[config.mk]
export PLATFORM = sky130hd
export DESIGN_NAME = ysyx_pipe_stage
export DESIGN_NICKNAME = d
export VERILOG_FILES = /design/src/rtl/ysyx_pipe_stage.sv
export SDC_FILE = /design/constraint.sdc
export NUM_CORES = 1
export LEC_CHECK = 0
export CORE_MARGIN = 2
export CORE_UTILIZATION = 54
export CTS_CLUSTER_SIZE = 28
export DETAILED_ROUTE_END_ITERATION = 16
export GPL_TIMING_DRIVEN = 0
export PLACE_DENSITY_LB_ADDON = 0.1
export SYNTH_ARGS = -nofsm -noshare
export SYNTH_HDL_FRONTEND = slang
export SYNTH_SLANG_ARGS = --single-unit
[constraint.sdc]
create_clock -name clk -period 3.6 [get_ports clk]
set_clock_uncertainty 0.15 [all_clocks]
set_input_delay 0.36 -clock clk [delete_from_list [all_inputs] [get_ports clk]]
set_output_delay 0.36 -clock clk [all_outputs]
set_load 0.02 [all_outputs]
[src/rtl/ysyx_pipe_stage.sv]
// Pipeline stage register with valid/ready handshake, flush and performance counters.
// SKID=1 uses a two-entry skid buffer with register-derived ready; SKID=0 holds one entry.
module ysyx_pipe_stage #(
    parameter int unsigned       DATA_W     = 160,
    parameter bit                SKID       = 1'b1,
    parameter logic [DATA_W-1:0] RESET_DATA = '0
) (
    input  logic              clk,
    input  logic              rst,
    input  logic              i_valid,
    output logic              o_ready,
    input  logic [DATA_W-1:0] i_data,
    output logic              o_valid,
    input  logic              i_ready,
    output logic [DATA_W-1:0] o_data,
    input  logic              i_flush,
    output logic [1:0]        o_count,
    output logic [31:0]       o_stall_cnt,
    output logic [31:0]       o_bubble_cnt
);

    // State encoding equals the occupancy so o_count is a plain register copy.
    typedef enum logic [1:0] {
        ST_EMPTY = 2'b00,
        ST_ONE   = 2'b01,
        ST_FULL  = 2'b10
    } state_e;

    state_e            state_r;
    logic [DATA_W-1:0] main_r;
    logic [DATA_W-1:0] skid_r;
    logic [31:0]       stall_cnt_r;
    logic [31:0]       bubble_cnt_r;
    logic              ready_s;
    logic              valid_s;
    logic              accept_s;
    logic              drain_s;

    assign valid_s  = (state_r != ST_EMPTY);
    assign accept_s = i_valid && ready_s;
    assign drain_s  = valid_s && i_ready;

    // Upstream ready: skid mode depends only on state, single-entry mode passes i_ready through.
    always_comb begin
        ready_s = 1'b0;
        if (SKID) begin
            ready_s = rst && (state_r != ST_FULL);
        end else begin
            ready_s = rst && ((state_r == ST_EMPTY) || i_ready);
        end
    end

    assign o_ready      = ready_s;
    assign o_valid      = valid_s;
    assign o_count      = state_r;
    assign o_data       = main_r;
    assign o_stall_cnt  = stall_cnt_r;
    assign o_bubble_cnt = bubble_cnt_r;

    // Occupancy FSM and payload registers; flush clears validity but leaves data untouched.
    always_ff @(posedge clk or negedge rst) begin
        if (!rst) begin
            state_r <= ST_EMPTY;
            main_r  <= RESET_DATA;
            skid_r  <= RESET_DATA;
        end else begin
            case (state_r)
                ST_EMPTY: begin
                    if (accept_s) begin
                        main_r  <= i_data;
                        state_r <= ST_ONE;
                    end
                end
                ST_ONE: begin
                    if (accept_s && drain_s) begin
                        main_r <= i_data;
                    end else if (accept_s) begin
                        skid_r  <= i_data;
                        state_r <= ST_FULL;
                    end else if (drain_s) begin
                        state_r <= ST_EMPTY;
                    end
                end
                ST_FULL: begin
                    if (drain_s) begin
                        main_r  <= skid_r;
                        state_r <= ST_ONE;
                    end
                end
                default: begin
                    state_r <= ST_EMPTY;
                end
            endcase
            if (i_flush) begin
                state_r <= ST_EMPTY;
            end
        end
    end

    // Stall and bubble counters; free-running modulo 2^32, untouched by flush.
    always_ff @(posedge clk or negedge rst) begin
        if (!rst) begin
            stall_cnt_r  <= 32'd0;
            bubble_cnt_r <= 32'd0;
        end else begin
            if (valid_s && !i_ready) begin
                stall_cnt_r <= stall_cnt_r + 32'd1;
            end
            if (!valid_s) begin
                bubble_cnt_r <= bubble_cnt_r + 32'd1;
            end
        end
    end

endmodule

==> flow_summary.toml, run 1 <==
[clocking]
cts-root-buf = "clkbuf_16"
ctsHtreeMaxLevel = 2
clk-insertion-delay-late_ps = 520
cts_buffers = 40
cts.path.max_buffers = 3
cts_tree = "done"
cts_sinks = 386
path_clk_slew_ps = 60
cts_setup_buffers = 0

[floorplanning]
io_pins = 393
core-area_um2 = 29800
row_count = 63
die_area_um2 = 31870
fp.dieW_um = 178.5
start_util_pct = 55.20
fp.dieH_um = 178.5

[worst_hold_path]
hold_class = "input port to asynchronous set/reset pin"

[timing]
finalHoldViolCount = 0
fin_setup_tns_ps = 0
max_freq_mhz = 312.0
relSlewSlack_pct = 58.45
fin_ws_ps = 394.7
drv_slew = 0
fin_crit_ps = 3205
fin_crit_sh_pct = 89.04
fin_hold_ws_ps = 208.7
tightest_slew_ps = 623.2
rsz0062_at_grt = "no"
setup_viol = 0

[synthesis]
synth_most_common_cell = "dfrtp_1"
synth_flop_cell = "dfrtp_1"
yosys.area.top_type = "dfrtp_1"
ys_seq_elements = 386
synth_async_sr_flop_share_pct = 100.0
synth_edf_count = 0
syn_nets = 1476
synth_cells = 1309
ys_top_cells_by_area = "dfrtp_1 59%, mux2i_1 9.8%, mux2_1 6.8%"
syn_area_um2 = 16450
synth_common_cells = "386 x dfrtp_1, 181 x nor2_1, 162 x a21oi_1, 161 x mux2i_1, 100 x mux2_1"
yosys_warnings = 0
avgSynthCellArea_um2 = 12.57
synth_top_area_share_pct = 58.73
ys_types = 44
yosysSeqAreaShare_pct = 58.73

[placement]
dpl_worst_slack_ps = 294.2
dp_hpwl_um = 29640
globalplace.congestion = 0.8152
portBuffers = 392
dpl_cell_area_um2 = 20950

[outcome]
status = "finished, final reports clean"

[global_route]
grt_start_max_net_pins = 123
antenna_found_initial = 9
grt_pass1_vias = 12050
overflow = 0
grt_pass1_wl_um = 64730
grt_usage_pct = 26.13

[layout]
layout-drive-gt1-share_pct = 11.79
final_cell_area_um2 = 22330
syn_to_final_growth_pct = 35.76
nets = 1914
utilization_pct = 74.94

[detailed_routing]
avgViaCountPerCell = 5.384
drt-initial-drc-count = 577
firstDrtPassIters = 4
ant_nets = 0
avgRoutedWirePerCell_um = 19.39
num_vias = 11700
drt_wl_total_um = 42110
route.detailed.drc = 0

[power_and_ir_drop]
p_leak_nw = 9.363
p_per_area_nw_per_um2 = 564.6
ir_drop_mv = 0.4602

[critical_path]
cp-start-kind = "input port"
crit_type = "input port to flop"
worst_ep_required_time_ps = 3820
cp-end-kind = "flop"
arrival_ps = 3420
crit_fanout = 108

[run]
maxCapViolations = 0
==> cell type report <==
type	count	area [um2]
Sequential cell	386	9659
Buffer	75	530.5
Fill cell	2033	7466
Inverter	7	26.28
Timing Repair Buffer	396	4026
Clock inverter	13	176.4
Multi-Input combinational cell	841	6232
Antenna cell	9	22.52
Clock buffer	55	1169
Tap cell	390	488.0
==> kinds of logic (layout without fill, tap and decap cells) <==
logic type | Yosys count | in the layout | share of synthesized area [%]
other cells | 0 | 9 | 0
fa+ha+maj | 2 | 2 | 0.1521
flops | 386 | 386 | 58.73
buf+inv | 82 | 546 | 3.385
simple gates | 289 | 289 | 8.337
mux | 323 | 323 | 20.89
xor+xnor | 62 | 62 | 3.301
compound gates | 165 | 165 | 5.211
==> where the power goes <==
group | internal (mW) | leakage [nW] | switching (mW)
Clock | 2.55 | 0.669 | 1.67
Sequential | 5.20 | 4.65 | 0.532
Combinational | 1.36 | 4.04 | 1.29
Total | 9.12 | 9.36 | 3.49
==> layer usage <==
| metal | vias to the layer above | wire, um | global-route usage [%] | share of wire (%) |
|---|---|---|---|---|
| met3 | 72 | 3321 | 7.310 | 7.9 |
| met5 | - | 30 | 0 | 0.071 |
| met1 | 5879 | 16590 | 32.49 | 39 |
| met4 | 4 | 1272 | 8.977 | 3.0 |
| met2 | 329 | 20900 | 43.97 | 50 |
| li1 | 5411 | - | - | - |
==> stage by stage <==
| stage | power [mW] | cells |
|---|---|---|
| 2_1_floorplan | 7.030 | 1309 |
| 3_3_place_gp | 8.341 | 2091 |
| 3_5_place_dp | 8.451 | 2094 |
| 4_1_cts | 12.70 | 2163 |
| 5_1_grt | 13.17 | 2169 |
| 6_report | 12.61 | 2172 |
==> placed cells by master, fill, tap and decap left out, types with 2 or more instances in the layout <==
| master | instances |
|---|---|
| clkinv_2 | 6 |
| clkbuf_8 | 9 |
| a21oi_1 | 162 |
| nor4_4 | 2 |
| xor2_1 | 25 |
| nand4_2 | 2 |
| clkinv_4 | 2 |
| nor3_2 | 3 |
| and2_1 | 6 |
| buf_16 | 3 |
| buf_2 | 30 |
| clkbuf_16 | 41 |
| mux2i_1 | 161 |
| buf_12 | 2 |
| and3_1 | 7 |
| clkbuf_1 | 19 |
| buf_8 | 10 |
| bufinv_16 | 4 |
| nand3_1 | 20 |
| nand4_1 | 16 |
| xnor2_1 | 37 |
| clkdlybuf4s50_1 | 391 |
| nand2_1 | 27 |
| ha_1 | 2 |
| nor3_1 | 4 |
| nor4_1 | 2 |
| mux2_1 | 100 |
| mux2_2 | 62 |
| buf_4 | 18 |
| inv_1 | 7 |
| buf_6 | 2 |
| nor2_1 | 181 |
| diode_2 | 9 |
| nor2b_1 | 2 |
| and4_1 | 3 |
| or2_2 | 2 |
| dfrtp_1 | 386 |
==> flip-flops by register name (all words and copies together), names as in the netlist <==
| register | cells |
|---|---|
| o_data | 160 |
| o_bubble_cnt | 32 |
| o_stall_cnt | 32 |
| o_count | 2 |
| skid_r | 160 |
==> timing repair <==
| item | CTS | global route |
|---|---|---|
| setup endpoints to repair | 0 | 87 |
| hold endpoints to repair | 69 | 0 |
| hold buffers | 1 | 0 |
| resized for setup | 0 | 1 |
==> critical path, stage by stage <==
cell,delay [ps]
dlygate4sd3_1,580
buf_12,350
buf_16,450
nand2_1,240
o31ai_4,350
buf_2,400
clkbuf_1,460
a21oi_1,130
==> worst paths after layout <==
path / endpoint / depth (start not counted) / startpoint / slack [ps]
min in group clk: o_count[0] / 2 / i_flush / 250
max reg2reg: o_data[65] / 5 / o_count[0] / 1390
min reg2reg: o_bubble_cnt[31] / 1 / o_bubble_cnt[31] / 330
max in group asynchronous: o_data[134] / 4 / rst / 1710
max: o_data[65] / 8 / rst / 390
min: o_bubble_cnt[18] / 2 / rst / 210
No activity file was read; power rests on OpenSTA's default activity.
==> inputs of run 2 (changes only) <==
--- a/config.mk
+++ b/config.mk
@@ -11,6 +11,7 @@
 export DETAILED_ROUTE_END_ITERATION = 16
 export GPL_TIMING_DRIVEN = 0
 export PLACE_DENSITY_LB_ADDON = 0.1
+export SLEW_MARGIN = 20
 export SYNTH_ARGS = -nofsm -noshare
 export SYNTH_HDL_FRONTEND = slang
 export SYNTH_SLANG_ARGS = --single-unit
==> run 2 against run 1 <==
First-iteration DRC count grew 4.7%. Combinational power hardly changed. Non-clock buffer count rose by 3. Critical path type is now flop to primary output. Cell area is 0.71% higher.
==> flow_summary.toml, run 2 (synthesized netlist as in run 1, its figures left out) <==
[timing]
finalHoldViolCount = 0
relSlewSlack_pct = 65.47
drv_slew = 0
fin_crit_ps = 3177
fin_crit_sh_pct = 88.24
rsz0062_at_grt = "no"
tightest_slew_ps = 518.0
setup_viol = 0
max_freq_mhz = 314.8

[critical_path]
arrival_ps = 2670
worst_ep_required_time_ps = 3090
cp-end-kind = "primary output"
crit_type = "flop to primary output"
crit_fanout = 10
cp-start-kind = "flop"

[global_route]
grt_start_max_net_pins = 102
grt_usage_pct = 26.66
grt_pass1_wl_um = 65930
grt_pass1_vias = 12220
overflow = 0
antenna_found_initial = 9

[clocking]
cts_buffers = 41
cts-root-buf = "clkbuf_16"
path_clk_slew_ps = 60
cts_sinks = 386
cts_tree = "done"
cts_setup_buffers = 0
cts.path.max_buffers = 3
ctsHtreeMaxLevel = 2
clk-insertion-delay-late_ps = 530

[power_and_ir_drop]
combPwrFrac_pct = 20.8
ir_drop_mv = 0.5052
p_switching_mw = 3.530
p_int_mw = 9.291
p_leak_nw = 9.444
p_per_area_nw_per_um2 = 570.1
seqPwrFrac_pct = 44.7
swShare_pct = 27.53
clkPwrFrac_pct = 34.5

[outcome]
status = "finished, final reports clean"

[run]
maxCapViolations = 0

[layout]
utilization_pct = 75.48
final_cell_count_no_fill = 2180
mostFrequentLayoutCell = "clkdlybuf4s50_1"
final_cell_mix = "391 x clkdlybuf4s50_1, 386 x dfrtp_1, 181 x nor2_1"
layout-drive-gt1-share_pct = 12.12
syn_to_final_growth_pct = 36.73
nets = 1918
multi_input_area_um2 = 6232
regArea_um2 = 9659
n_fill_cell = 2009

[detailed_routing]
ant_nets = 0
num_vias = 11760
avgViaCountPerCell = 5.394
drt-initial-drc-count = 604
avgRoutedWirePerCell_um = 19.59
route.detailed.drc = 0
firstDrtPassIters = 4
drt_wl_total_um = 42710

[floorplanning]
row_count = 63
core-area_um2 = 29800
fp.dieH_um = 178.5
die_area_um2 = 31870
start_util_pct = 55.20
io_pins = 393
fp.dieW_um = 178.5

[placement]
globalplace.congestion = 0.8152
portBuffers = 392
dp_hpwl_um = 29690
place_inst = 2095

[worst_hold_path]
hold_class = "input port to flop"
-- run 2: power groups by stage --
stage               combinational [mW]  sequential (mW)  clock, mW
finish                            2.67             5.73       4.42
global route                      2.87             5.83       4.67
CTS                               2.69             5.72       4.48
detailed placement                2.66             5.79          0
global placement                  2.58             5.76          0
floorplan                        0.902             6.13          0
-- run 2: path summary, 6_finish.rpt --
check	from	to	slack, ps	cells past startpoint
hold / removal	i_flush	o_count[0]	250	2
setup reg to reg	o_count[0]	o_data[126]	1430	5
setup / recovery	o_count[0]	o_ready	420	6
max in group asynchronous	rst	o_data[70]	2260	4
hold reg to reg	o_bubble_cnt[31]	o_bubble_cnt[31]	330	1
min in group asynchronous	rst	o_data[14]	330	3
-- run 2: final cells by class --
type                       count  area share [%]
multi-input combinational    841           27.71
timing repair buffer         399           18.24
tap                          390           2.170
clock inverter                10          0.6843
inverter                       7          0.1168
buffer                        75           2.370
clock buffer                  64           5.669
antenna                        8         0.08902
sequential                   386           42.95
-- run 2: metal layers --
layer,global-route usage [%],up-vias,wire [um]
li1,-,5423,-
met1,33.09,5901,16910
met2,44.47,342,20880
met3,7.161,89,3250
met4,10.64,4,1645
met5,0,-,23
-- run 2: metrics by stage --
| stage | power, mW | worst slack (ps) | hold slack (ps) | cell area, um2 | setup TNS (ps) |
|---|---|---|---|---|---|
| after global placement | 8.341 | -14880 | 304.4 | 20860 | - |
| final | 12.82 | 423.3 | 249.4 | 22490 | 0 |
| after detailed placement | 8.451 | -102.7 | 212.5 | 20980 | -5078 |
| after CTS | 12.89 | 226.2 | 230.9 | 22440 | 0 |
| after global routing | 13.37 | 235.0 | 251.6 | 22480 | 0 |
| after floorplan | 7.030 | 1511 | -85.59 | 16450 | 0 |
-- run 2: worst max-delay path, cell delays in order, from the launching register on --
cell and delay [ps]:
dfrtp_1 470, and2b_1 220, buf_2 260, buf_4 300, buf_4 250, nor2b_1 70
clkdlybuf4s50_1 560
-- run 2: timing repair --
action	4_1_cts	5_1_grt
gates resized for setup	0	4
hold buffers	2	0
endpoints found under the setup margin	0	47
endpoints found under the hold margin	68	0
==> inputs of run 3 (changes only) <==
--- a/config.mk
+++ b/config.mk
@@ -5,6 +5,8 @@
 export SDC_FILE = /design/constraint.sdc
 export NUM_CORES = 1
 export LEC_CHECK = 0
+export ABC_AREA = 1
+export CAP_MARGIN = 20
 export CORE_MARGIN = 2
 export CORE_UTILIZATION = 54
 export CTS_CLUSTER_SIZE = 28
==> run 3 against run 2 <==
Worst hold slack lost 7.4 ps. Global-route usage grew 3.5 points. Clock-buffer cell count shrank 4. Register-to-register slack lost 910 ps. Cell count grew 37%. Largest power group unchanged.
==> flow_summary.toml, run 3 <==
[timing]
finalHoldViolCount = 0
fin_crit_ps = 3397
max_freq_mhz = 294.4
tightest_slew_ps = 996.2
relSlewSlack_pct = 33.59
drv_slew = 0
rsz0062_at_grt = "no"
fin_crit_sh_pct = 94.35
setup_viol = 0

[critical_path]
arrival_ps = 3720
worst_ep_required_time_ps = 3920
cp-end-kind = "flop"
cp-start-kind = "input port"
critPathTopFamily = "buffers and inverters"
crit_fanout = 90
worst-path-buf-inv = 5
slowest_delay_ps = 710
crit_chain = "dlygate4sd3_1 > buf_8 > buf_16 > nand3_1 > nor3_2 > clkbuf_1 > buf_2 > nand2_1 > nand2_1"
slowest_stage = "nor3_2"
cpMostUsedCell = "nand2_1"
crit_type = "input port to flop"

[floorplanning]
fp.dieW_um = 180.7
start_util_pct = 55.00
die_area_um2 = 32670
core-area_um2 = 30670
io_pins = 393
fp.dieH_um = 180.7
row_count = 64

[global_route]
antenna_found_initial = 10
grt_pass1_wl_um = 79540
overflow = 0
grt_pass1_vias = 15470
grt_usage_pct = 30.18
grt_start_max_net_pins = 99

[power_and_ir_drop]
ir_drop_mv = 0.4057
swShare_pct = 30.83
p_per_area_nw_per_um2 = 594.1
p_switching_mw = 4.184
power_mw = 13.57
p_int_mw = 9.388
combPwrFrac_pct = 24.0
clkPwrFrac_pct = 31.5
p_leak_nw = 10.65
seqPwrFrac_pct = 44.5

[layout]
final_cell_count_no_fill = 2977
nets = 2709
layout-drive-gt1-share_pct = 5.093
mostFrequentLayoutCell = "nand2_1"
syn_to_final_growth_pct = 35.42
final_cell_mix = "1,022 x nand2_1, 391 x clkdlybuf4s50_1, 386 x dfrtp_1"
utilization_pct = 74.48
final_cell_area_um2 = 22840

[detailed_routing]
avgRoutedWirePerCell_um = 16.85
num_vias = 15780
route.detailed.drc = 0
drt-initial-drc-count = 1135
avgViaCountPerCell = 5.302
ant_nets = 0
firstDrtPassIters = 7
drt_wl_total_um = 50170

[synthesis]
yosysSeqAreaShare_pct = 57.26
yosys_warnings = 0
synth_flop_cell = "dfrtp_1"
synth_common_cells = "1,022 x nand2_1, 386 x dfrtp_1, 260 x nor2_1, 160 x a31oi_1, 61 x inv_1"
synth_cells = 2100
synth_edf_count = 0
ys_top_cells_by_area = "dfrtp_1 57%, nand2_1 23%, a31oi_1 5.9%"
ys_seq_elements = 386
yosys.area.top_type = "dfrtp_1"
syn_area_um2 = 16870
syn_nets = 2267
synth_async_sr_flop_share_pct = 100.0
synth_most_common_cell = "nand2_1"
synth_top_area_share_pct = 57.26
avgSynthCellArea_um2 = 8.033
ys_types = 23

[clocking]
cts_sinks = 386
cts_tree = "done"
ctsHtreeMaxLevel = 2
clk-insertion-delay-late_ps = 530
cts_buffers = 42
cts.path.max_buffers = 3
path_clk_slew_ps = 60
cts-root-buf = "clkbuf_16"

[run]
maxCapViolations = 0

[placement]
place_inst = 2892
dpl_cell_area_um2 = 21400
dp_hpwl_um = 35510
globalplace.congestion = 0.8979
portBuffers = 392

[outcome]
status = "finished, final reports clean"

[worst_hold_path]
hold_class = "input port to asynchronous set/reset pin"
==> run 3: repair_timing <==
| action | in CTS | in global routing |
|---|---|---|
| hold endpoints to repair | 52 | 0 |
| setup endpoints to repair | 0 | 0 |
| hold buffers | 2 | 0 |
| buffers inserted | 0 | 0 |
| gates resized for setup | 0 | 0 |
==> run 3: final timing paths <==
check	slack, ps	cells past startpoint	from	endpoint
setup / recovery	200	9	rst	skid_r[134]
hold / removal	240	3	rst	o_bubble_cnt[17]
setup reg to reg	520	6	o_count[0]	o_data[75]
hold reg to reg	320	2	skid_r[94]	skid_r[94]
max in group asynchronous	1850	5	rst	skid_r[66]
min in group clk	240	3	i_data[81]	skid_r[81]
==> run 3: cell type report <==
cell class | instances | area [um2]
diodes | 9 | 22.52
plain buffers | 105 | 450.4
clock buffers | 60 | 1239
clock inverters | 14 | 141.4
fillers | 2265 | 7826
inverters | 66 | 247.7
multi-input cells | 1543 | 6511
flip-flops and latches | 386 | 9659
well taps | 396 | 495.5
repair buffers | 398 | 4076
==> run 3: cells by family (layout without fill, tap and decap cells) <==
| kind of cell | after synthesis | after routing | synth area share (%) |
|---|---|---|---|
| AND/OR/NAND/NOR | 1336 | 1336 | 30.31 |
| flip-flops | 386 | 386 | 57.26 |
| buffers and inverters | 171 | 643 | 4.139 |
| AO/OA/AOI/OAI | 168 | 168 | 6.223 |
| XOR/XNOR | 37 | 37 | 1.921 |
| adder cells (fa/ha/maj) | 2 | 2 | 0.1483 |
| other | 0 | 9 | 0 |
==> run 3: power by group through the flow <==
stage          Sequential (mW)  Clock [mW]  Combinational, mW
2_1_floorplan             6.50           0               1.10
3_3_place_gp              6.05           0               3.15
3_5_place_dp              6.07           0               3.26
4_1_cts                   6.01        4.33               3.28
5_1_grt                   6.15        4.51               3.55
6_report                  6.03        4.28               3.26
==> run 3: tightest hold or removal path, cell delays in order <==
cell and delay, ps:
dlygate4sd3_1 570, buf_8 130, buf_16 240
==> run 3: through the flow <==
stage / setup TNS [ps] / worst slack, ps / hold slack (ps)
after global routing: 0 / 26.03 / 243.3
after global placement: - / -15320 / 303.1
after detailed placement: -445.2 / -37.93 / 147.2
after floorplan: 0 / 1606 / -85.59
after CTS: 0 / 190.2 / 226.5
final: 0 / 203.3 / 241.9
==> run 3: per-layer routing <==
metal	global-route usage (%)	part of all wire (%)	vias up	routed length (um)
met5	0	0.024	-	12
met4	15.32	5.3	2	2679
met3	6.934	8.4	154	4237
met2	48.99	47	661	23670
met1	38.08	39	7449	19570
li1	-	-	7518	-
